<file path="src/rtl/fetch_ctrl.sv">
// Program-counter sequencer: start/run/halt control, branches, calls and decode stalls.
// Optional return-address stack is enabled by defining FETCH_CTRL_RET_STACK_EN.
module fetch_ctrl #(
  parameter int unsigned    D          = 12,
  parameter logic [D-1:0]   START_ADDR = '0,
  parameter int unsigned    STK_DEPTH  = 4
) (
  input  logic         Clk,
  input  logic         Rst_n,
  input  logic         Start,
  input  logic         Stall,
  input  logic         Halt,
  input  logic         BrTaken,
  input  logic         BrRel,
  input  logic [D-1:0] BrTarget,
  input  logic         Call,
  input  logic         Ret,
  output logic [D-1:0] PrgCtr,
  output logic         InstValid,
  output logic         Busy,
  output logic         Done,
  output logic         StackErr
);

  typedef enum logic [1:0] {IDLE, RUN, DONE} state_e;

  localparam logic [D-1:0] PC_ONE = D'(1);

  state_e       state_q, state_d;
  logic [D-1:0] pc_q, pc_d;
  logic [D-1:0] pc_inc, br_tgt;

  // Relative targets rely on D-bit wraparound to give signed offsets.
  assign pc_inc = pc_q + PC_ONE;
  assign br_tgt = BrRel ? (pc_q + BrTarget) : BrTarget;

  assign PrgCtr    = pc_q;
  assign Busy      = (state_q == RUN);
  assign Done      = (state_q == DONE);
  assign InstValid = (state_q == RUN) && !Stall;

`ifdef FETCH_CTRL_RET_STACK_EN
  localparam int unsigned SPW = $clog2(STK_DEPTH + 1);

  logic [D-1:0]   stk_q [STK_DEPTH];
  logic [D-1:0]   stk_d [STK_DEPTH];
  logic [SPW-1:0] sp_q, sp_d;
  logic           err_q, err_d;
  logic [D-1:0]   stk_top;

  always_comb begin
    stk_top = '0;
    for (int unsigned i = 0; i < STK_DEPTH; i++) begin
      if (sp_q == SPW'(i + 1)) stk_top = stk_q[i];
    end
  end

  assign StackErr = err_q;
`else
  logic unused_ok;
  assign unused_ok = Ret ^ (STK_DEPTH == 0);
  assign StackErr  = 1'b0;
`endif

  always_comb begin
    state_d = state_q;
    pc_d    = pc_q;
`ifdef FETCH_CTRL_RET_STACK_EN
    stk_d   = stk_q;
    sp_d    = sp_q;
    err_d   = err_q;
`endif
    unique case (state_q)
      IDLE, DONE: begin
        if (Start) begin
          state_d = RUN;
          pc_d    = START_ADDR;
`ifdef FETCH_CTRL_RET_STACK_EN
          sp_d    = '0;
          err_d   = 1'b0;
`endif
        end
      end
      RUN: begin
        if (!Stall) begin
`ifdef FETCH_CTRL_RET_STACK_EN
          if (Halt) begin
            state_d = DONE;
          end else if (Ret) begin
            if (sp_q == '0) begin
              pc_d  = pc_inc;
              err_d = 1'b1;
            end else begin
              pc_d = stk_top;
              sp_d = sp_q - SPW'(1);
            end
          end else if (BrTaken || Call) begin
            pc_d = br_tgt;
            if (Call) begin
              if (sp_q == SPW'(STK_DEPTH)) begin
                err_d = 1'b1;
              end else begin
                for (int unsigned i = 0; i < STK_DEPTH; i++) begin
                  if (sp_q == SPW'(i)) stk_d[i] = pc_inc;
                end
                sp_d = sp_q + SPW'(1);
              end
            end
          end else begin
            pc_d = pc_inc;
          end
`else
          if (Halt) begin
            state_d = DONE;
          end else if (BrTaken || Call) begin
            pc_d = br_tgt;
          end else begin
            pc_d = pc_inc;
          end
`endif
        end
      end
      default: state_d = IDLE;
    endcase
  end

  always_ff @(posedge Clk or negedge Rst_n) begin
    if (!Rst_n) begin
      state_q <= IDLE;
      pc_q    <= START_ADDR;
`ifdef FETCH_CTRL_RET_STACK_EN
      sp_q    <= '0;
      err_q   <= 1'b0;
`endif
    end else begin
      state_q <= state_d;
      pc_q    <= pc_d;
`ifdef FETCH_CTRL_RET_STACK_EN
      sp_q    <= sp_d;
      err_q   <= err_d;
`endif
    end
  end

`ifdef FETCH_CTRL_RET_STACK_EN
  // Entries above the stack pointer are never read, so storage needs no reset.
  always_ff @(posedge Clk) begin
    stk_q <= stk_d;
  end
`endif

endmodule

</file>
<file path="config.mk">
export PLATFORM = sky130hd
export DESIGN_NAME = fetch_ctrl
export DESIGN_NICKNAME = d
export VERILOG_FILES = /design/src/rtl/fetch_ctrl.sv
export SDC_FILE = /design/constraint.sdc
export NUM_CORES = 1
export LEC_CHECK = 0
export BUFFER_PORTS_ARGS = -buffer_cell sky130_fd_sc_hd__buf_2
export CAP_MARGIN = 20
export CORE_UTILIZATION = 35
export CTS_CLUSTER_DIAMETER = 100
export DETAILED_ROUTE_END_ITERATION = 10
export SYNTH_ARGS = -nofsm -noshare
export SYNTH_HDL_FRONTEND = slang
export SYNTH_SLANG_ARGS = --single-unit
export TNS_END_PERCENT = 10
</file>
<file path="constraint.sdc">
create_clock -name Clk -period 2.48 [get_ports Clk]
set_input_delay 0.496 -clock Clk [delete_from_list [all_inputs] [get_ports Clk]]
set_output_delay 0.496 -clock Clk [all_outputs]
set_load 0.03 [all_outputs]
</file>
### Word-level counts from Yosys, hierarchy flattened

Cells that the tools add are included.

| operators by class | value |
|---|---|
| reductions and logical operators | 8 |
| bitwise operators | 0 |
| equal/unequal tests | 6 |
| shift-type cells | 0 |
| magnitude comparators | 0 |
| $mul | 0 |
| add/sub/neg operators | 2 |
| multiplexer cells | 10 |
| div/mod/pow operators | 0 |

Operator list:

| cell | number |
|---|---|
| $mux 12 | 5 |
| $pmux 12 s2 | 1 |
| $add 12x1->12 const B | 1 |
| $add 12x12->12 | 1 |
| $ne 2x2->1 const B | 4 |
| $mux 2 | 3 |
| $pmux 2 s2 | 1 |
| $reduce_and 4->1 | 1 |
| $reduce_and 3->1 | 1 |
| $eq 2x1->1 const B | 1 |
| $eq 2x2->1 const B | 1 |
| $logic_not 2->1 | 1 |
| $reduce_bool 2->1 | 1 |
| $reduce_or 2->1 | 1 |
| $logic_and 1x1->1 | 1 |
| $logic_not 1->1 | 1 |
| $logic_or 1x1->1 | 1 |

| word-level totals | value |
|---|---|
| ROM bits | 0 |
| word-level logic and storage cells | 28 |
| memories kept | 0 |
| bits in latches | 0 |
| bits in registers | 14 |
| bits in writable memories | 0 |
| output and inout port bits | 16 |

### Longest topological paths before layout

Gate-level depths: netlist (run 1).

| depth | value |
|---|---|
| depth in word-level cells | 6 |
| mapped depth | 8 |
| mapped depth without buffers | 8 |

### Least setup slack after synthesis (run 1)

OpenSTA, ideal clock, no wires.

| timing | value |
|---|---|
| kind | register -> register |
| start | reg pc_q[0] (netlist: PrgCtr[0]) |
| end | reg pc_q[8] (netlist: PrgCtr[8]) |
| setup slack | 133 ps |
| period minus slack after synthesis | 2347 ps |
| setup time | 134 ps |
| stages on the path, launching flop included | 9 |
| required time | 2346 ps |
| arrival time | 2213 ps |
| cell sequence | dfrtp_1 -> ha_1 -> fa_1 -> a211oi_1 -> o21ai_0 -> a21o_1 -> a21oi_1 -> xor2_1 -> o21ai_1 |

| between the ends | value |
|---|---|
| cells in the longest elaborated chain, start to end | 6 |

Ends and longest elaborated chain:

| element | line | text |
|---|---|---|
| start: declaration | 30 | `logic [D-1:0] pc_q, pc_d;` |
| start signal: assignment | 137 | `pc_q <= pc_d;` |
| $add 12x12->12 | 35 | `assign br_tgt = BrRel ? (pc_q + BrTarget) : BrTarget;` |
| $mux 12 | 35 |  |
| $mux 12 (*) | 115 | `end else if (BrTaken \|\| Call) begin` |
| $mux 12 (*) | 113 | `if (Halt) begin` |
| $mux 12 (*) | 85 | `if (!Stall) begin` |
| $pmux 12 s2 (*) | 73 | `unique case (state_q)` |

Every way passes the cells marked *; elsewhere a longest branch is shown, timed or not. The select of a mux whose other input is x is not followed.
A chain may end at the register's enable or synchronous reset.

### Final worst setup path (run 1)

Ends and elaborated chain as after synthesis.

==> qor.yml, run 1 <==
fp.coreArea_sq_mm: 0.00409
antenna_found_initial: 0
syn-num-nets: 226
cp.depth: 8
synthAdderAreaFrac: 0.112
max-clock-path-buffers: 2
dp_cells: 278
synth_area_leaders: "dfrtp_1 23%, ha_1 9.9%, o21ai_0 5.3%, nor2_1 4.7%, nand2_1 4.5%"
endpoint_kind: "register"
place_congestion: 0.782
crit_family: "compound AO/OA/AOI/OAI gates"
grt_pass1_wl_mm: 6.96
ios: 37
grt_setup_unrepaired: "no"
p_per_area_mw_per_mm2: 868
drt_wl_total_mm: 4.23
root_buffer: "clkbuf_8"
postRouteAntennaNets: 0
drive_gt1_frac: 0.237
arrival_ns: 2.34
post-synth-top-count-cell: "nor2_1"
worst_path_max_delay_cell: "fa_1"
final_cells: 282
numCtsBuffers: 3
clock_sinks: 14
synth_top_family_by_area: "compound AO/OA/AOI/OAI gates"
muxShareOfSynthArea: 0.0330
critPathBufInv: 0
synth_cells: 192
start_util: 0.371
route.vias.total: 1614
synthSimpleGateAreaFrac: 0.234
r2r-start: "PrgCtr[0]"
synth_flop_cell: "dfrtp_1"
finalMaxSlewViolations: 0
die_area_sq_mm: 0.00460
async_flop_share: 1.00
first_global_vias: 1449
hp-class: "in2async"
power.total_mw: 1.59
cp.required_ns: 2.60
ys_seq_elements: 14
grt_max_degree: 19
synth_cell_types: 51
cp_cell_sequence: "ha_1, fa_1, a211oi_2, o21ai_1, a21o_1, a21oi_1, xor2_1, o21ai_1"
n_antenna_cell: 0
viasPerCell: 5.72
cpPeakStageDelay_ns: 0.42
critPathMaxFanout: 3
synth_commonest_cells: "19 x nor2_1, 18 x nand2_1, 16 x o21ai_0"
r2r_end: "PrgCtr[8]"
cts_resized: 0
whs_ns: 0.151
synth-edff-count: 0
critical_path.startpoint: "PrgCtr[0]"
holdBufCountCts: 0
n_fill_cell: 432
grt_remaining_overflow: 0
run_status: "finished clean"
endpoint: "PrgCtr[8]"
cpMostUsedCell: "o21ai_1"
cts_tree: "done"
clk_latency_ns: 0.25
yosysTopAreaCell: "dfrtp_1"
track_usage: 0.200
rows: 23
timing_hold_violations_final: 0
finish.net_count: 267
min_period_over_period: 0.894
synth_warnings: 0
start_kind: "register"
route.detailed.drc: 0
period_needed_ns: 2.22
htree_levels: 1
die_h_um: 67.8
io_buffers: 34
synth_area_sq_mm: 0.00152
synth.avg_cell_area_sq_um: 7.90
maxCapViolCount: 0
firstDrtPassIters: 4
postCtsSetupRepairBufs: 0
clock.fmax_mhz: 451
reg2reg_slack_ns: 0.26
synth_compound_area_frac: 0.295
final_core_util: 0.449
r2r_cells: 8
path_clk_slew_ns: 0.07
leakage_nw: 0.892
synth_top_area_share: 0.231
critical_path_class: "reg2reg"
ys_seq_area_frac: 0.231
fp.dieW_um: 67.8
area_growth_pct: 21.0
hpwl_mm: 3.20
synthXorXnorAreaFrac: 0.0520
wire_per_inst_um: 15.0
ir_drop_mv: 0.383
skew_ns: 0.00484
finalSetupViolations: 0
drt_iter0_drc: 131
==> worst min path at each step <==
stage | from | slack, ns | endpoint | cells past startpoint
finish | Rst_n | 0.15 | PrgCtr[9] | 1
floorplan | Rst_n | 0.20 | PrgCtr[0] | 0
CTS | Rst_n | 0.16 | PrgCtr[11] | 1
detailed placement | Rst_n | 0.42 | PrgCtr[11] | 1
global route | Rst_n | 0.17 | PrgCtr[10] | 1
global placement | Rst_n | 0.43 | PrgCtr[9] | 1
==> report_power, final <==
part | leakage, nW | switching, mW | internal (mW)
sequential | 0.187 | 0.102 | 0.296
clock | 0.0288 | 0.0929 | 0.141
combinational | 0.677 | 0.572 | 0.388
==> stage by stage <==
stage                     TNS [ns]  area [sq um]  worst slack (ns)
after floorplan                  0          1520             0.133
after global placement     -0.0800          1770           -0.0483
after detailed placement    -0.141          1770           -0.0946
after CTS                        0          1830             0.122
after global routing             0          1830            0.0719
final                            0          1830             0.264
==> state kept, by name, indices dropped and copies added, names as in the netlist <==
register / flops
PrgCtr: 12
state_q: 2
==> final cells by class <==
class | count | area, sq um | area share
sequential | 14 | 350 | 0.191
clock buffer | 4 | 55.1 | 0.0300
multi-input combinational | 166 | 1110 | 0.605
inverter | 5 | 18.8 | 0.0102
tap | 50 | 62.6 | 0.0341
timing repair buffer | 43 | 238 | 0.130
==> cell families (layout without fill, tap and decap cells) <==
logic type                 Yosys count  after routing
other                                1              1
DFF                                 14             14
and+or+nand+nor                     71             71
muxes                                5              5
adders and majority gates           13             13
xor gates and xnor gates             9              9
buffers and inverters               12             52
AOI/OAI and AO/OA                   67             67
==> placed cells by master (no fill, tap or decap), drive strengths merged, types with 2 or more instances in the layout <==
cell type and count:
xnor2 7, or3 2, clkbuf 4, a311oi 2, a211oi 5, o211ai 3, ha 12, a21oi 12
o21ai 20, o21bai 2, mux2i 5, a31oi 2, nor3 8, o221ai 4, dfrtp 14, o31ai 2
xor2 2, nand2b 3, and3 5, nor2 19, nand2 18, inv 5, a21o 5, buf 43
nor3b 2, o21a 2, or2 3, nand3 5
==> layer usage <==
| layer | up-vias | global-route usage | share of wire |
|---|---|---|---|
| met4 | 0 | 0.0469 | 0.0057 |
| li1 | 800 | - | - |
| met1 | 758 | 0.287 | 0.50 |
| met3 | 4 | 0.0233 | 0.056 |
| met5 | - | 0 | 0 |
| met2 | 52 | 0.318 | 0.44 |
(Power assumes the default switching activity.)
==> inputs of run 2 (changes only) <==
Settings changed: CORE_ASPECT_RATIO set to 1.5, RECOVER_POWER set to 25.
==> run 2 against run 1 <==
Against the previous run:
- core utilization shrank 1.7 points
- combinational power grew 2%
- largest cell class unchanged
- critical path type unchanged
- critical path depth unchanged
- clock-buffer cell count fell by 1
- clock skew down 0.0038 ns
==> qor.yml, run 2 (same netlist as run 1, synthesis figures left out) <==
drt_iter0_drc: 37  # was 131
endpoint_kind: "register"  # unchanged
leakage_nw: 0.886  # was 0.892 nW
critical_path_class: "reg2reg"  # unchanged
max_slew_margin: 0.429
postRouteAntennaNets: 0  # unchanged
final_core_util: 0.432  # was 0.449
layout_commonest_cell: "buf_2"  # unchanged
hp-class: "in2async"  # unchanged
cp_cell_sequence: "ha_1, fa_1, a211oi_1, o21ai_1, a31oi_1, xnor2_1, o221ai_1, nand2_1"  # was ha_1, fa_1, a211oi_2, o21ai_1, a21o_1, a21oi_1, xor2_1, o21ai_1
grt_remaining_overflow: 0  # unchanged
cpPeakStageDelay_ns: 0.39  # was 0.42 ns
fp.dieW_um: 55.7  # was 67.8 um
route.vias.total: 1601  # was 1,614
final_cell_mix: "33 x buf_2, 19 x nor2_1, 18 x nand2_1"  # was 34 x buf_2, 19 x nor2_1, 18 x nand2_1
root_buffer: "clkbuf_8"  # unchanged
n_antenna_cell: 0  # unchanged
pre_cts_slack_ns: -0.0765  # was -0.0946 ns
viasPerCell: 5.76  # was 5.72
reg2reg_slack_ns: 0.21  # was 0.26 ns
drt_wl_total_mm: 4.21  # was 4.23 mm
grt_max_degree: 17  # was 19
p_per_area_mw_per_mm2: 861  # was 868 mW/mm^2
hpwl_mm: 3.36  # was 3.20 mm
clock_sinks: 14  # unchanged
arrival_ns: 2.42  # was 2.34 ns
max_slew.worst_pin.slew_ns: 0.856
min_period_over_period: 0.917  # was 0.894
numCtsBuffers: 3  # unchanged
track_usage: 0.187  # was 0.200
cts_tree: "done"  # unchanged
path_clk_slew_ns: 0.06  # was 0.07 ns
regArea_sq_um: 350  # unchanged
holdBufCountCts: 0  # unchanged
largest_reg_flops: 12  # unchanged
route.detailed.drc: 0  # unchanged
rows: 29  # was 23
grt_pass1_wl_mm: 6.87  # was 6.96 mm
whs_ns: 0.328  # was 0.151 ns
clock.fmax_mhz: 440  # was 451 MHz
clk_latency_ns: 0.25  # about the same
maxCapViolCount: 0  # unchanged
finish.net_count: 268  # was 267
antenna_found_initial: 0  # unchanged
io_buffers: 34  # unchanged
ir_drop_mv: 0.454  # was 0.383 mV
run_status: "finished clean"  # unchanged
start_kind: "register"  # unchanged
start_util: 0.360  # was 0.371
crit_family: "compound AO/OA/AOI/OAI gates"  # unchanged
period_needed_ns: 2.27  # was 2.22 ns
n_fill_cell: 451  # was 432
worst_path_max_delay_cell: "dfrtp_1"  # was fa_1
grt_setup_unrepaired: "no"  # unchanged
wire_per_inst_um: 15.1  # was 15.0 um
setup_slack_ns: 0.206  # was 0.264 ns
place_congestion: 0.760  # was 0.782
finalMaxSlewViolations: 0  # unchanged
critPathBufInv: 0  # unchanged
fp.coreArea_sq_mm: 0.00421  # was 0.00409 sq mm
cp.required_ns: 2.62  # was 2.60 ns
area_growth_pct: 19.8  # was 21.0%
die_h_um: 82.6  # was 67.8 um
finalSetupViolations: 0  # unchanged
multi_input_area_sq_mm: 0.00110  # was 0.00111 sq mm
skew_ns: 0.00106  # was 0.00484 ns
ios: 37  # unchanged
critPathMaxFanout: 3  # unchanged
dp_cells: 275  # was 278
timing_hold_violations_final: 0  # unchanged
max-clock-path-buffers: 2  # unchanged
first_global_vias: 1523  # was 1,449
die_area_sq_mm: 0.00461  # was 0.00460 sq mm
drive_gt1_frac: 0.228  # was 0.237
firstDrtPassIters: 4  # unchanged
htree_levels: 1  # unchanged
final_cells: 278  # was 282
-- run 2: cell types whose count changed in the layout (fill, tap and decap cells not counted) --
cell	change
buf_4	+1
clkbuf_8	-1
a211oi_2	-1
buf_2	-1
clkbuf_1	+1
a211oi_1	+1
-- run 2: area by class of cell --
cell class / instances / area share
clock buffers: 3 / 0.0227
inverters: 5 / 0.0103
multi-input cells: 166 / 0.608
flip-flops and latches: 14 / 0.193
well taps: 46 / 0.0317
repair buffers: 44 / 0.134
-- run 2: path summary, 6_finish.rpt --
kind	startpoint	end	cells past startpoint
min reg2reg	PrgCtr[9]	PrgCtr[9]	2
min	Rst_n	state_q[1]	1
min in group Clk	Stall	state_q[0]	3
max in group asynchronous	Rst_n	PrgCtr[11]	1
max reg2reg	PrgCtr[0]	PrgCtr[10]	8
max	PrgCtr[0]	PrgCtr[10]	8
-- run 2: per-stage QoR --
stage               power [mW]  cell area, sq um  TNS [ns]
floorplan                 1.07              1520         0
global placement          1.36              1780   -0.0957
detailed placement        1.37              1780    -0.145
CTS                       1.57              1820         0
global route              1.69              1820         0
finish                    1.57              1820         0
-- run 2: where the power goes --
| group | switching [mW] | internal [mW] |
|---|---|---|
| combinational | 0.580 | 0.396 |
| clock | 0.0914 | 0.108 |
| sequential | 0.0935 | 0.296 |
-- run 2: layer usage --
layer  vias up  GRT usage  share of wire
met5         -          0              0
met4         0     0.0450          0.011
met3         5    0.00623          0.020
met2        26      0.367           0.54
met1       766      0.223           0.43
li1        804          -              -
-- run 2: timing repair --
item                       CTS  global route
setup endpoints to repair    0             2
resized for setup            0             1
setup buffers                0             0
==> inputs of run 3 (changes only) <==
Settings changed: CORE_UTILIZATION 35 to 30.
==> run 3 against run 2 <==
Against the previous run:
- die area up 16%
- routed wire length increased by 0.59%
- via count rose by 0.94%
- clock-buffer cell count is 1 higher
- combinational power increased by 1%
- non-clock buffer count rose by 1
- global-route usage shrank 1.7 points
- first-iteration DRC count grew 59%
- final cell count is 7.9% higher
- critical path type unchanged
==> qor.yml, run 3 (same netlist as run 1, synthesis figures left out) <==
run_status: "finished clean"  # unchanged
min_period_over_period: 0.915  # was 0.917
firstDrtPassIters: 6  # was 4
largest_reg_flops: 12  # unchanged
drive_gt1_frac: 0.239  # was 0.228
ios: 37  # unchanged
cp.required_ns: 2.60  # was 2.62 ns
setup_slack_ns: 0.210  # was 0.206 ns
worst_path_max_delay_cell: "fa_1"  # was dfrtp_1
max_slew.worst_pin.slew_ns: 0.798  # was 0.856 ns
grt_remaining_overflow: 0  # unchanged
hpwl_mm: 3.37  # was 3.36 mm
final_core_util: 0.385  # was 0.432
skew_ns: 0.00381  # was 0.00106 ns
dp_cells: 296  # was 275
cts_tree: "done"  # unchanged
route.detailed.drc: 0  # unchanged
clk_latency_ns: 0.25  # about the same
max_slew_margin: 0.468  # was 0.429
timing_hold_violations_final: 0  # unchanged
setup-tns-final_ns: 0  # unchanged
maxCapViolCount: 0  # unchanged
postLayoutCellArea_sq_mm: 0.00187  # was 0.00182 sq mm
fp.coreArea_sq_mm: 0.00485  # was 0.00421 sq mm
place_congestion: 0.781  # was 0.760
rows: 31  # was 29
arrival_ns: 2.39  # was 2.42 ns
n_antenna_cell: 0  # unchanged
whs_ns: 0.306  # was 0.328 ns
cpPeakStageDelay_ns: 0.43  # was 0.39 ns
io_buffers: 34  # unchanged
antenna_found_initial: 0  # unchanged
wire_per_inst_um: 14.1  # was 15.1 um
fp.dieW_um: 60.1  # was 55.7 um
path_clk_slew_ns: 0.06  # about the same
grt_pass1_wl_mm: 6.96  # was 6.87 mm
power.total_mw: 1.61  # was 1.57 mW
grt_max_degree: 17  # unchanged
start_util: 0.313  # was 0.360
clock.fmax_mhz: 441  # was 440 MHz
numCtsBuffers: 3  # unchanged
layout_commonest_cell: "buf_2"  # unchanged
critPathMaxFanout: 3  # unchanged
track_usage: 0.170  # was 0.187
htree_levels: 1  # unchanged
drt_iter0_drc: 59  # was 37
postRouteAntennaNets: 0  # unchanged
max-clock-path-buffers: 2  # unchanged
place_area_sq_mm: 0.00181  # was 0.00178 sq mm
critical_path_class: "reg2reg"  # unchanged
ir_drop_mv: 0.234  # was 0.454 mV
drt_wl_total_mm: 4.24  # was 4.21 mm
die_area_sq_mm: 0.00535  # was 0.00461 sq mm
start_kind: "register"  # unchanged
finalMaxSlewViolations: 0  # unchanged
cpMostUsedCell: "o21ai_1"
final_cells: 300  # was 278
p_per_area_mw_per_mm2: 863  # was 861 mW/mm^2
route.vias.total: 1616  # was 1,601
finalSetupViolations: 0  # unchanged
period_needed_ns: 2.27  # about the same
root_buffer: "clkbuf_8"  # unchanged
clock_sinks: 14  # unchanged
grt_setup_unrepaired: "no"  # unchanged
finish.net_count: 269  # was 268
leakage_nw: 0.899  # was 0.886 nW
first_global_vias: 1533  # was 1,523
endpoint_kind: "register"  # unchanged
cp_cell_sequence: "ha_1, fa_1, a211oi_2, buf_4, o21ai_1, a21o_1, a21oi_1, xor2_1, o21ai_1"  # was ha_1, fa_1, a211oi_1, o21ai_1, a31oi_1, xnor2_1, o221ai_1, nand2_1
reg2reg_slack_ns: 0.21  # about the same
viasPerCell: 5.39  # was 5.76
final_cell_mix: "33 x buf_2, 19 x nor2_1, 18 x nand2_1"  # unchanged
die_h_um: 89.1  # was 82.6 um
hp-class: "in2async"  # unchanged
area_growth_pct: 23.2  # was 19.8%
pre_cts_slack_ns: -0.154  # was -0.0765 ns
## run 3: cell count changes in the layout (fill, tap and decap cells not counted)
cell	before	now
a211oi_1	5	4
a211oi_2	0	1
buf_4	10	11
clkbuf_8	3	4
## run 3: area by class of cell
cell class	count	area, sq um
Inverter	5	18.8
Tap cell	66	82.6
Fill cell	517	2980
Multi-Input combinational cell	166	1110
Sequential cell	14	350
Clock buffer	4	55.1
Timing Repair Buffer	45	251
## run 3: critical path: cells and delay by family (launching register included)
kind                     cells  cell delay [ns]
adder cells (fa/ha/maj)      2             0.65
XOR/XNOR                     1             0.16
flip-flops                   1             0.39
buffers and inverters        1             0.14
AO/OA/AOI/OAI                5             0.80
## run 3: layer usage
| metal | global-route usage | vias up | wire, um |
|---|---|---|---|
| met5 | 0 | - | 0 |
| met4 | 0.0655 | 0 | 97 |
| met2 | 0.302 | 45 | 2240 |
| met3 | 0.0174 | 10 | 111 |
| met1 | 0.206 | 751 | 1790 |
| li1 | - | 810 | - |
## run 3: final timing paths
path	to	depth (start not counted)	from
max in group asynchronous	PrgCtr[6]	1	Rst_n
max reg2reg	PrgCtr[8]	9	PrgCtr[0]
min	PrgCtr[3]	1	Rst_n
min reg2reg	PrgCtr[9]	2	PrgCtr[9]
max	PrgCtr[8]	9	PrgCtr[0]
min in group Clk	state_q[0]	3	Stall
## run 3: timing repair
| action | CTS | global route |
|---|---|---|
| endpoints found under the setup margin | 0 | 3 |
| resized for setup | 0 | 2 |
| hold endpoints to repair | 0 | 0 |
| hold buffers | 0 | 0 |
| setup buffers | 0 | 0 |
## run 3: power breakdown
group / switching [mW] / internal (mW)
combinational: 0.583 / 0.406
clock: 0.0895 / 0.141
sequential: 0.0960 / 0.296
total: 0.769 / 0.843
